$ cat src/rtl/uart_rx_byte.sv
// -----------------------------------------------------------------------------
// uart_rx_byte
//
// Asynchronous serial receiver (start bit, DATA_WIDTH data bits LSB first,
// one stop bit, no parity). The rx pin is brought into the clk domain through
// a two-flop synchroniser. Each bit is sampled once, at its midpoint, using a
// baud counter.
//
// A correctly framed word is presented on data_out with a one-cycle
// data_valid strobe, which is suitable for driving a load register's ld.
// A stop bit sampled low gives a one-cycle frame_err strobe and leaves
// data_out untouched. The receiver then waits in BREAK until the line
// returns high, so a held-low line cannot retrigger a frame.
//
// Parameters
//   CLKS_PER_BIT  clk cycles per serial bit (>= 4)
//   DATA_WIDTH    data bits per frame
//
// Ports
//   clk         in   system clock, all logic on posedge
//   reset       in   synchronous, active-high
//   rx          in   asynchronous serial input, idle high
//   data_out    out  last correctly framed word
//   data_valid  out  1-cycle strobe, data_out updated this cycle
//   frame_err   out  1-cycle strobe, stop bit sampled low
//   busy        out  high whenever the FSM is not in IDLE
// -----------------------------------------------------------------------------
module uart_rx_byte #(
   parameter int CLKS_PER_BIT = 868,
   parameter int DATA_WIDTH   = 8
) (
   input  logic                  clk,
   input  logic                  reset,
   input  logic                  rx,
   output logic [DATA_WIDTH-1:0] data_out,
   output logic                  data_valid,
   output logic                  frame_err,
   output logic                  busy
);

   localparam int CNT_W = (CLKS_PER_BIT > 1) ? $clog2(CLKS_PER_BIT) : 1;
   localparam int BIT_W = (DATA_WIDTH > 1) ? $clog2(DATA_WIDTH) : 1;

   // START waits half a bit. The other states wait a full bit. The counter
   // value on the sampling cycle is one less than the wait length, because
   // the counter starts at 0 on the first cycle of each state.
   localparam logic [CNT_W-1:0] HALF_LAST = CNT_W'(CLKS_PER_BIT / 2 - 1);
   localparam logic [CNT_W-1:0] FULL_LAST = CNT_W'(CLKS_PER_BIT - 1);
   localparam logic [BIT_W-1:0] BIT_LAST  = BIT_W'(DATA_WIDTH - 1);

   typedef enum logic [2:0] {
      ST_IDLE  = 3'd0,
      ST_START = 3'd1,
      ST_DATA  = 3'd2,
      ST_STOP  = 3'd3,
      ST_BREAK = 3'd4
   } state_t;

   state_t                  state_r;
   logic [CNT_W-1:0]        baud_cnt_r;
   logic [BIT_W-1:0]        bit_cnt_r;
   logic [DATA_WIDTH-1:0]   shift_r;
   logic                    sync1_r;
   logic                    sync2_r;
   logic                    rx_s;

   // Shift one received bit into the top of the word. Bits arrive LSB
   // first, so after DATA_WIDTH shifts the first bit sits in bit 0.
   function automatic logic [DATA_WIDTH-1:0] shift_in(
      input logic [DATA_WIDTH-1:0] cur,
      input logic                  b
   );
      logic [DATA_WIDTH:0] tmp;
      tmp = {b, cur};
      return tmp[DATA_WIDTH:1];
   endfunction

   // Two-flop synchroniser. Reset loads the idle-high level, so no false
   // start edge appears when reset is released.
   always_ff @(posedge clk) begin
      if (reset) begin
         sync1_r <= 1'b1;
         sync2_r <= 1'b1;
      end else begin
         sync1_r <= rx;
         sync2_r <= sync1_r;
      end
   end

   assign rx_s = sync2_r;

   // Receive FSM, including the baud and bit counters and the registered outputs.
   always_ff @(posedge clk) begin
      if (reset) begin
         state_r    <= ST_IDLE;
         baud_cnt_r <= {CNT_W{1'b0}};
         bit_cnt_r  <= {BIT_W{1'b0}};
         shift_r    <= {DATA_WIDTH{1'b0}};
         data_out   <= {DATA_WIDTH{1'b0}};
         data_valid <= 1'b0;
         frame_err  <= 1'b0;
         busy       <= 1'b0;
      end else begin
         // Strobes default low, so each one lasts exactly one cycle.
         data_valid <= 1'b0;
         frame_err  <= 1'b0;
         case (state_r)
            ST_IDLE: begin
               baud_cnt_r <= {CNT_W{1'b0}};
               bit_cnt_r  <= {BIT_W{1'b0}};
               if (!rx_s) begin
                  state_r <= ST_START;
                  busy    <= 1'b1;
               end else begin
                  busy    <= 1'b0;
               end
            end

            ST_START: begin
               if (baud_cnt_r == HALF_LAST) begin
                  baud_cnt_r <= {CNT_W{1'b0}};
                  bit_cnt_r  <= {BIT_W{1'b0}};
                  if (!rx_s) begin
                     state_r <= ST_DATA;
                  end else begin
                     // The line is high again at mid start bit, so this was
                     // a glitch. Drop it silently.
                     state_r <= ST_IDLE;
                     busy    <= 1'b0;
                  end
               end else begin
                  baud_cnt_r <= baud_cnt_r + 1'b1;
               end
            end

            ST_DATA: begin
               if (baud_cnt_r == FULL_LAST) begin
                  baud_cnt_r <= {CNT_W{1'b0}};
                  shift_r    <= shift_in(shift_r, rx_s);
                  if (bit_cnt_r == BIT_LAST) begin
                     bit_cnt_r <= {BIT_W{1'b0}};
                     state_r   <= ST_STOP;
                  end else begin
                     bit_cnt_r <= bit_cnt_r + 1'b1;
                  end
               end else begin
                  baud_cnt_r <= baud_cnt_r + 1'b1;
               end
            end

            ST_STOP: begin
               if (baud_cnt_r == FULL_LAST) begin
                  baud_cnt_r <= {CNT_W{1'b0}};
                  if (rx_s) begin
                     // IDLE is re-entered halfway through the stop bit. A
                     // start bit that directly follows the stop bit is
                     // therefore still seen.
                     data_out   <= shift_r;
                     data_valid <= 1'b1;
                     state_r    <= ST_IDLE;
                     busy       <= 1'b0;
                  end else begin
                     frame_err  <= 1'b1;
                     state_r    <= ST_BREAK;
                  end
               end else begin
                  baud_cnt_r <= baud_cnt_r + 1'b1;
               end
            end

            ST_BREAK: begin
               // Hold until the line is released. Only a high level exits
               // this state, so a line held low cannot start a new frame.
               baud_cnt_r <= {CNT_W{1'b0}};
               if (rx_s) begin
                  state_r <= ST_IDLE;
                  busy    <= 1'b0;
               end else begin
                  state_r <= ST_BREAK;
               end
            end

            default: begin
               state_r    <= ST_IDLE;
               baud_cnt_r <= {CNT_W{1'b0}};
               bit_cnt_r  <= {BIT_W{1'b0}};
               busy       <= 1'b0;
            end
         endcase
      end
   end

endmodule
$ cat config.mk
export PLATFORM = sky130hd
export DESIGN_NAME = uart_rx_byte
export DESIGN_NICKNAME = d
export VERILOG_FILES = /design/src/rtl/uart_rx_byte.sv
export SDC_FILE = /design/constraint.sdc
export NUM_CORES = 1
export LEC_CHECK = 0
export BUFFER_PORTS_ARGS = -buffer_cell sky130_fd_sc_hd__buf_4
export CAP_MARGIN = 5
export CORE_UTILIZATION = 50
export DETAILED_ROUTE_END_ITERATION = 7
export GPL_ROUTABILITY_DRIVEN = 0
export MAX_ROUTING_LAYER = met4
export PLACE_DENSITY = 0.69
export SLEW_MARGIN = 20
export SYNTH_ARGS = -nofsm -noshare
export SYNTH_HDL_FRONTEND = slang
export SYNTH_SLANG_ARGS = --single-unit
$ cat constraint.sdc
create_clock -name clk -period 2.5 [get_ports clk]
set_input_delay 0.125 -clock clk [delete_from_list [all_inputs] [get_ports clk]]
set_output_delay 0.125 -clock clk [all_outputs]
set_load 0.01 [all_outputs]
==> key figures <==
Drt
  – Final ANT Viol Nets: 0
  – Via density: between 5 and 6
  – Post-Route WL: 3.08 mm
  – First DRT Iteration DRCs: 55
  – Vias: 1,232
  – Residual DRC: 0
  – TritonRoute pass-1 iters: 4
  – WL/cell: between 10 and 15 um

Synthesis
  – Top cells by count, synth: dfxtp_1 (37), nor2_1 (29), mux2i_1 (18), clkbuf_1 (8)
  – Synth area leaders: dfxtp_1 (45%), mux2i_1 (11%), nor2_1 (6.7%), xor2_1 (3.2%), ha_1 (3.1%)
  – Synth Instances: between 150 and 200
  – Distinct cells, synth: 37
  – Fraction of registers with async set/reset: 0%
  – Top_reg_cell synth: dfxtp_1
  – Flops & latches, synth: 37
  – Top cell type by total area after synthesis: dfxtp_1
  – Most numerous cell in the Yosys netlist: dfxtp_1
  – Post-synth EDFFs: 0
  – YS warnings: 0
  – Netlist Area Pre-Place: approximately 1600 um^2
  – Syn_nets: 178
  – Yosys top cell area share: between 40 and 50%
  – Register area share after synthesis: 45.3%
  – Avg Cell Area, Syn: between 9 and 10 um^2

Setup path
  – CP arrival: about 2.2 ns
  – Critical path class: reg2reg
  – FF-to-FF End: baud_cnt_r[5]
  – CP Launch Type: flop
  – Worst Path Max Fanout: 10
  – R2R Path Start: baud_cnt_r[0]
  – Worst path required time: 2.70 ns
  – R2R depth: 5
  – Reg2Reg Setup Slack: around 0.51 ns
  – Crit path capture: baud_cnt_r[5]
  – Worst setup EP type: flop
  – CP Launch Point: baud_cnt_r[0]

Clocking
  – Clock Path Buffers: 2
  – H-Tree Level Count: 2
  – Cts bufs inserted: 5
  – Clock root buffer: clkbuf_4
  – CTS Sinks: 37
  – Worst-path clk slew: 0.11 ns
  – Worst-Skew Late Latency: around 0.34 ns
  – CTS tree: built

Timing
  – Worst Clk Skew: about 0.010 ns
  – Fmax: ~500 MHz
  – Setup_tns: 0 ns
  – Tmin final: about 2.0 ns
  – RSZ-0062 raised after global routing: false
  – Final setup fails: 0
  – Final worst slack: 0.507 ns
  – Actual slew at the worst max-slew pin: 0.722 ns
  – Max Slew Vio Count: 0
  – Final hold violations: 0
  – Max-slew headroom at the worst pin: a little over 50%
  – Fin crit share: about four fifths

Pwr
  – PD cells: 499 nW/um^2
  – P_leak: between 0.6 and 0.7 nW
  – Int Pwr: approximately 710 uW
  – VDD IR max: approximately 350 uV
  – Combinational power share: 2.4%
  – Switch share: ~22%
  – Switch Pwr: ~200 uW
  – Clock share of power: 32.3%
  – Flop pwr share: between 60% and 70%
  – Total chip power: about 910 uW

GRT
  – Largest net degree at the start of global routing: 31
  – Global-route wire length before repair: a little over 5 mm
  – Total gr overflow: 0
  – Initial antenna violation count: 0
  – All-Layer GR Usage: between 20% and 30%
  – Vias in the first global route: roughly 1,100

Die
  – Initial Util: a little over half
  – Die area: 3500 um^2
  – Die Height: a little under 60 um
  – Row count: 20
  – Die Wd: 59.2 um
  – Core area: about 3000 um^2
  – I/O pins: 14

Placed design
  – Port Buffers: 13
  – Post-DP Area: between 1500 and 2000 um^2
  – DP HPWL: about 2.1 mm
  – Dpl ws: roughly 0.52 ns

Status
  – Outcome: finished clean

Cells and area
  – Number of antenna diodes: 0
  – Layout cells sized above 1: about 16%
  – Finished Core Util: 59.3%
  – Nets: 191
  – Fin area: around 1800 um^2
  – Layout area overhead: 11.8%

Min path
  – HP Class: in2reg
  – HP Start: reset

Flow run
  – # Max-Cap Violations: 0
## how the worst min path moves through the flow
stage | endpoint | slack (ns) | depth (start not counted)
after floorplan | sync1_r | 0.23 | 1
after global placement | sync1_r | 0.31 | 2
after detailed placement | sync1_r | 0.32 | 2
after CTS | data_out[7] | 0.12 | 2
after global routing | shift_r[7] | 0.12 | 2
final | shift_r[7] | 0.13 | 2
## kinds of logic after synthesis
family | count (synthesis) | synth area share [%]
AND/OR/NAND/NOR | 73 | 25.5
flip-flops | 37 | 45.3
AO/OA/AOI/OAI | 18 | 7.73
multiplexers | 18 | 11.0
adder cells (fa/ha/maj) | 4 | 3.06
XOR/XNOR | 8 | 4.29
buffers and inverters | 13 | 3.06
## routing by layer
| metal | vias to the layer above | part of all wire [%] | global-route usage (%) |
|---|---|---|---|
| met4 | 0 | 2.0 | 10.2 |
| met2 | 23 | 48 | 31.7 |
| met1 | 574 | 47 | 24.2 |
| li1 | 628 | - | - |
| met3 | 7 | 3.2 | 6.77 |
| met5 | - | 0 | - |
## layout by cell type (no fill, tap or decap), types with 2 or more instances in the layout
master    synthesis  layout
nor2_1           29      29
dfxtp_1          37      37
or2_2             2       2
nand4_1           2       2
a21oi_1           6       6
clkinv_2          0       2
and2_1            3       3
buf_4             0      14
xor2_1            6       6
nand3_1           4       4
inv_1             4       4
or4_1             2       2
and4bb_2          2       2
nand2_1           5       5
nor3_1            5       5
mux2i_1          18      18
ha_1              4       4
or3b_1            2       2
nand4b_1          3       3
nor4_1            3       2
xnor2_1           2       2
a31oi_1           2       2
clkbuf_4          0       5
nand2b_1          5       5
a41oi_1           2       2
o31ai_1           2       2
## power groups by stage
stage,combinational [mW],clock (mW),sequential (mW)
after floorplan,0.0167,0,0.606
after global placement,0.0195,0,0.608
after detailed placement,0.0205,0,0.609
after CTS,0.0218,0.312,0.595
after global routing,0.0240,0.345,0.596
final,0.0217,0.295,0.595
## timing repair
item	CTS	global route
buffers inserted	0	0
hold buffers	1	0
hold endpoints to repair	1	0
gates resized for setup	0	0
## flip-flops by register name, summed over array words and instances (netlist names)
signal and flops:
rx_s 1, shift_r 8, data_valid 1, sync1_r 1, baud_cnt_r 10, frame_err 1
bit_cnt_r 3, data_out 8, busy 1, state_r 3
## worst max-delay path, cell delays in order, from the launching register on
cell and delay (ns):
dfxtp_1 0.41, ha_1 0.29, and4bb_2 0.32, a21oi_1 0.11
o31ai_2 0.60, nor2_1 0.13
## final cells by class
type | count | area [um^2]
tap | 44 | 55.1
inverter | 4 | 15.0
sequential | 37 | 741
clock buffer | 6 | 41.3
timing repair buffer | 15 | 115
fill | 279 | 1250
clock inverter | 2 | 10.0
multi-input combinational | 121 | 850
## metrics by stage
| stage | cells | hold slack, ns |
|---|---|---|
| 2_1_floorplan | 171 | 0.229 |
| 3_3_place_gp | 220 | 0.314 |
| 3_5_place_dp | 220 | 0.316 |
| 4_1_cts | 229 | 0.117 |
| 5_1_grt | 229 | 0.119 |
| 6_report | 229 | 0.130 |
Note: power is estimated with default switching activity, not from simulation.
